==> src/rtl/cpu_control_fsm.sv <==
// cpu_control_fsm: multi-cycle control sequencer for the processing unit.
// Walks FETCH -> DECODE -> EXECUTE -> (MEMWAIT) -> WRITEBACK and issues the
// registered datapath controls, memory strobes and PC update for each step.
module cpu_control_fsm (
    input  logic       clk_i,
    input  logic       rst_ni,
    input  logic       clkEn_i,
    input  logic       inst_ack_i,
    input  logic [3:0] op_i,
    input  logic [2:0] func_i,
    input  logic       carry_i,
    input  logic       zero_i,
    input  logic       data_ack_i,
    output logic       inst_stb_o,
    output logic       ir_ld_o,
    output logic [1:0] RegMux_c_o,
    output logic       RegWrt_c_o,
    output logic       op2_c_o,
    output logic [3:0] ALUOp_c_o,
    output logic       data_stb_o,
    output logic       data_we_o,
    output logic       port_we_o,
    output logic       pc_inc_o,
    output logic       pc_load_o,
    output logic       illegal_o,
    output logic       bus_err_o,
    output logic [2:0] state_o
);

    typedef enum logic [2:0] {
        FETCH     = 3'b000,
        DECODE    = 3'b001,
        EXECUTE   = 3'b010,
        MEMWAIT   = 3'b011,
        WRITEBACK = 3'b100
    } state_t;

    // Instruction class remembered from DECODE to steer EXECUTE/WRITEBACK.
    typedef enum logic [2:0] {
        CL_NOP   = 3'd0,
        CL_ALU   = 3'd1,
        CL_LOAD  = 3'd2,
        CL_STORE = 3'd3,
        CL_PIN   = 3'd4,
        CL_POUT  = 3'd5,
        CL_JMP   = 3'd6,
        CL_BR    = 3'd7
    } class_t;

    // Branch is taken when the selected flag differs from the polarity bit.
    function automatic logic branch_taken(input logic [2:0] func,
                                          input logic       carry,
                                          input logic       zero);
        return (func[0] ? carry : zero) ^ func[1];
    endfunction

    state_t     state_r;
    class_t     class_r;
    logic [3:0] wait_cnt_r;
    logic       inst_stb_r;
    logic       ir_ld_r;
    logic [1:0] reg_mux_r;
    logic       reg_wrt_r;
    logic       op2_r;
    logic [3:0] alu_op_r;
    logic       data_stb_r;
    logic       data_we_r;
    logic       port_we_r;
    logic       pc_inc_r;
    logic       pc_load_r;
    logic       illegal_r;
    logic       bus_err_r;

    // Sequencer: state, wait counter and every registered control output.
    always_ff @(posedge clk_i or negedge rst_ni) begin
        if (!rst_ni) begin
            state_r    <= FETCH;
            class_r    <= CL_NOP;
            wait_cnt_r <= 4'd0;
            inst_stb_r <= 1'b0;
            ir_ld_r    <= 1'b0;
            reg_mux_r  <= 2'b00;
            reg_wrt_r  <= 1'b0;
            op2_r      <= 1'b0;
            alu_op_r   <= 4'd0;
            data_stb_r <= 1'b0;
            data_we_r  <= 1'b0;
            port_we_r  <= 1'b0;
            pc_inc_r   <= 1'b0;
            pc_load_r  <= 1'b0;
            illegal_r  <= 1'b0;
            bus_err_r  <= 1'b0;
        end else if (clkEn_i) begin
            // single-cycle pulses fall back to zero unless re-asserted below
            ir_ld_r   <= 1'b0;
            illegal_r <= 1'b0;
            port_we_r <= 1'b0;
            bus_err_r <= 1'b0;
            case (state_r)
                FETCH: begin
                    if (inst_ack_i) begin
                        inst_stb_r <= 1'b0;
                        ir_ld_r    <= 1'b1;
                        state_r    <= DECODE;
                    end else begin
                        inst_stb_r <= 1'b1;
                    end
                end
                DECODE: begin
                    alu_op_r  <= 4'd0;
                    op2_r     <= 1'b0;
                    reg_mux_r <= 2'b00;
                    casez (op_i)
                        4'b0???: begin
                            class_r  <= CL_ALU;
                            alu_op_r <= {1'b0, op_i[2:0]};
                        end
                        4'b1110: begin
                            class_r  <= CL_ALU;
                            alu_op_r <= {1'b0, func_i};
                            op2_r    <= 1'b1;
                        end
                        4'b1100: begin
                            class_r   <= CL_LOAD;
                            reg_mux_r <= 2'b01;
                        end
                        4'b1101: class_r <= CL_STORE;
                        4'b1010: begin
                            class_r   <= CL_PIN;
                            reg_mux_r <= 2'b10;
                        end
                        4'b1011: class_r <= CL_POUT;
                        4'b1000: class_r <= CL_JMP;
                        4'b1001: class_r <= CL_BR;
                        default: begin
                            class_r   <= CL_NOP;
                            illegal_r <= 1'b1;
                        end
                    endcase
                    state_r <= EXECUTE;
                end
                EXECUTE: begin
                    case (class_r)
                        CL_LOAD, CL_STORE: begin
                            data_stb_r <= 1'b1;
                            data_we_r  <= (class_r == CL_STORE);
                            wait_cnt_r <= 4'd0;
                            state_r    <= MEMWAIT;
                        end
                        default: begin
                            reg_wrt_r <= (class_r == CL_ALU) || (class_r == CL_PIN);
                            port_we_r <= (class_r == CL_POUT);
                            if ((class_r == CL_JMP) ||
                                ((class_r == CL_BR) && branch_taken(func_i, carry_i, zero_i))) begin
                                pc_load_r <= 1'b1;
                            end else begin
                                pc_inc_r <= 1'b1;
                            end
                            state_r <= WRITEBACK;
                        end
                    endcase
                end
                MEMWAIT: begin
                    if (data_ack_i) begin
                        data_stb_r <= 1'b0;
                        data_we_r  <= 1'b0;
                        reg_wrt_r  <= (class_r == CL_LOAD);
                        pc_inc_r   <= 1'b1;
                        state_r    <= WRITEBACK;
                    end else if (wait_cnt_r == 4'd14) begin
                        // fifteenth unanswered cycle: give up, no register write
                        wait_cnt_r <= 4'd15;
                        bus_err_r  <= 1'b1;
                        data_stb_r <= 1'b0;
                        data_we_r  <= 1'b0;
                        reg_wrt_r  <= 1'b0;
                        pc_inc_r   <= 1'b1;
                        state_r    <= WRITEBACK;
                    end else begin
                        wait_cnt_r <= wait_cnt_r + 4'd1;
                    end
                end
                WRITEBACK: begin
                    reg_wrt_r <= 1'b0;
                    pc_inc_r  <= 1'b0;
                    pc_load_r <= 1'b0;
                    state_r   <= FETCH;
                end
                default: begin
                    inst_stb_r <= 1'b0;
                    data_stb_r <= 1'b0;
                    data_we_r  <= 1'b0;
                    reg_wrt_r  <= 1'b0;
                    pc_inc_r   <= 1'b0;
                    pc_load_r  <= 1'b0;
                    state_r    <= FETCH;
                end
            endcase
        end
    end

    assign inst_stb_o = inst_stb_r;
    assign ir_ld_o    = ir_ld_r;
    assign RegMux_c_o = reg_mux_r;
    assign RegWrt_c_o = reg_wrt_r;
    assign op2_c_o    = op2_r;
    assign ALUOp_c_o  = alu_op_r;
    assign data_stb_o = data_stb_r;
    assign data_we_o  = data_we_r;
    assign port_we_o  = port_we_r;
    assign pc_inc_o   = pc_inc_r;
    assign pc_load_o  = pc_load_r;
    assign illegal_o  = illegal_r;
    assign bus_err_o  = bus_err_r;
    assign state_o    = state_r;

endmodule

==> config.mk <==
export PLATFORM = sky130hd
export DESIGN_NAME = cpu_control_fsm
export DESIGN_NICKNAME = d
export VERILOG_FILES = /design/src/rtl/cpu_control_fsm.sv
export SDC_FILE = /design/constraint.sdc
export NUM_CORES = 1
export LEC_CHECK = 0
export CORE_ASPECT_RATIO = 0.8
export CORE_UTILIZATION = 52
export DETAILED_ROUTE_END_ITERATION = 12
export PLACE_DENSITY_LB_ADDON = 0.15
export SLEW_MARGIN = 20
export SYNTH_ARGS = -nofsm -noshare
export SYNTH_HDL_FRONTEND = slang
export SYNTH_SLANG_ARGS = --single-unit
export TNS_END_PERCENT = 5
==> constraint.sdc <==
create_clock -name clk_i -period 3.57 [get_ports clk_i]
set_input_delay 0.8925 -clock clk_i [delete_from_list [all_inputs] [get_ports clk_i]]
set_output_delay 0.8925 -clock clk_i [all_outputs]
set_load 0.01 [all_outputs]
==> flow_metrics.py <==
metrics = {
    "run_status": {
        "status": "finished, violations left",
        "violations": "DRC",
    },
    "sta": {
        "fin_skew_ns": 0.0153,
        "drv_slew": 0,
        "post-route-period-util": 0.684,
        "setup_slack_ns": 1.13,
        "setup_tns_ns": 0,
        "rsz0062_at_grt": "no",
        "relSlewSlack": 0.633,
        "hold_violations": 0,
        "setup_viol": 0,
        "max_clock_freq_mhz": 409,
        "layout_min_cycle_time_ns": 2.44,
        "tightest_slew_ns": 0.550,
    },
    "clock_tree": {
        "insertion_delay_ns": 0.32,
        "clk_pin_slew_ns": 0.14,
        "post_cts_buffers": 0,
        "cts_resized": 0,
        "cts.hold.buffers_added": 0,
        "cts_tree": "yes",
        "cts_root_buffer": "clkbuf_4",
        "cts_buffer_depth": 2,
        "cts_made_buffers": 3,
        "cts.sinks": 26,
        "cts_htree_levels": 1,
    },
    "power_and_ir_drop": {
        "peakVddDrop_mv": 0.443,
        "power.density_nw_per_um2": 633,
        "p_leak_nw": 0.750,
    },
    "critical_path": {
        "cp.arrival_ns": 1.55,
        "worst_path_largest_cell_delay_ns": 0.61,
        "r2r-start": "state_o[1]",
        "critical_path.max_fanout": 14,
        "required_ns": 2.68,
        "critPathSlowestCell": "dfrtp_1",
        "path_class": "reg2out",
        "critPathLaunch": "state_o[1]",
        "start_kind": "register",
        "worst-path-buf-inv": 1,
        "crit_family": "flip-flops",
        "critical_path.cell_chain": "clkdlybuf4s50_1",
        "cp-end-kind": "primary output",
    },
    "global_routing": {
        "met3_usage": 0.0514,
        "overflow": 0,
        "grtUsageMet1": 0.331,
        "grt_busiest_layer": "met2",
        "grt_pass1_wl_um": 4600,
        "grt_max_degree": 27,
        "grt_use_met2": 0.332,
        "grtUsageTotal": 0.221,
        "antenna_found_initial": 0,
        "first_global_vias": 1011,
    },
    "layout": {
        "nNetsFinal": 189,
        "stdcell_count": 208,
        "layout_common_cells": "clkdlybuf4s50_1 (32), dfrtp_1 (26), nand2_1 (20)",
        "post-route-util": 0.707,
        "multiInputGateArea_um2": 644,
        "drive_gt1_frac": 0.0640,
        "nFillCells": 196,
        "diodes": 0,
        "seqCellArea_um2": 651,
        "syn2layout_area_growth_pct": 28.4,
        "layout_commonest_cell": "clkdlybuf4s50_1",
    },
    "synth": {
        "synthesis.area_um2": 1360,
        "synth_warnings": 0,
        "dominantRegCellSynth": "dfrtp_1",
        "ys_types": 47,
        "avgSynthCellArea_um2": 9.62,
        "synth_enable_flop_cells": 0,
        "ys_seq_elements": 26,
        "netlist_instances": 141,
        "yosysSeqAreaShare": 0.480,
        "postSynth.asyncResetShare": 1.00,
        "synth_nets": 157,
    },
    "route": {
        "drc": 1,
        "drtPass1Iterations": 8,
        "routed_via_density": 5.63,
        "drt-wirelength-per-cell_um": 13.3,
        "drtIter0Drc": 55,
        "finalWirelength_um": 2770,
        "via_count": 1172,
        "ant_nets": 0,
    },
    "placement": {
        "globalplace.congestion": 0.748,
        "io_buffers": 32,
        "dp_hpwl_um": 2090,
        "pre_cts_ws_ns": 0.945,
        "dp_cells": 204,
    },
    "floorplanning": {
        "chipHeight_um": 47.7,
        "floorplan.core_area_um2": 2460,
        "placement_rows": 16,
        "io-pin-count": 34,
        "start_util": 0.551,
        "dieArea_um2": 2820,
        "die_w_um": 59.1,
    },
    "hold_path": {
        "hp-class": "reg2reg",
        "min_from": "RegMux_c_o[1]",
    },
    "job": {
        "cap_viol_max_count": 0,
    },
}
registers in the layout, indices dropped and copies added, names as in the netlist, 2 cells and up:
register    count
ALUOp_c_o       3
state_o         3
class_r         3
RegMux_c_o      2
wait_cnt_r      4
cells by family after synthesis:
kind of cell / after synthesis / share of synthesized area
and+or+nand+nor: 54 / 0.215
DFF: 26 / 0.480
AOI/OAI and AO/OA: 38 / 0.197
other: 1 / 0.00276
adders and majority gates: 2 / 0.0184
xor gates and xnor gates: 3 / 0.0194
buffers and inverters: 14 / 0.0452
muxes: 3 / 0.0231
final timing paths:
path | to | slack (ns) | depth (start not counted)
max | state_o[1] | 1.13 | 1
min | RegMux_c_o[1] | 0.51 | 2
max reg2reg | RegWrt_c_o | 1.73 | 4
min reg2reg | RegMux_c_o[1] | 0.51 | 2
max in group asynchronous | RegWrt_c_o | 2.41 | 2
min in group asynchronous | op2_c_o | 0.90 | 2
synthesized netlist by cell type, drive strengths merged (2+ instances only):
library cell	instances	area, um^2
nor2b	2	12.5
nand4	2	12.5
dfrtp	26	651
nor3	4	20.0
xor2	2	17.5
nor2	5	18.8
a22o	2	17.5
buf	6	31.3
nand4b	2	17.5
nand2	20	75.1
o31ai	3	22.5
mux2i	2	20.0
nand2b	4	25.0
a21o	2	15.0
a31o	2	17.5
or3	2	12.5
nand3	3	15.0
o21ai	11	58.8
nor3b	3	22.5
a21oi	6	30.0
clkbuf	2	7.51
inv	6	22.5
a221o	2	20.0
ha	2	25.0
stage by stage:
step | total power (W) | hold WS (ns) | cell area, um^2
after detailed placement | 0.000960 | 0.472 | 1710
after global placement | 0.000949 | 0.459 | 1710
after floorplan | 0.000745 | 0.507 | 1360
after global routing | 0.00118 | 0.522 | 1740
final | 0.00110 | 0.506 | 1740
after CTS | 0.00111 | 0.505 | 1740
per-layer routing:
layer  vias up  routed length [um]
met5         -                   0
met4         0                  10
met3         2                 151
met2        35                1200
met1       560                1410
li1        575                   -
where the power goes:
group | internal (W) | total [W] | switching, W
clock | 0.0000624 | 0.000147 | 0.0000845
sequential | 0.000391 | 0.000504 | 0.000113
combinational | 0.000254 | 0.000451 | 0.000197
cell type report:
type / count / area share
Tap cell: 36 / 0.0259
Inverter: 6 / 0.0129
Clock buffer: 4 / 0.0208
Timing Repair Buffer: 35 / 0.197
Sequential cell: 26 / 0.374
Multi-Input combinational cell: 101 / 0.370
No activity file was read; power rests on OpenSTA's default activity.
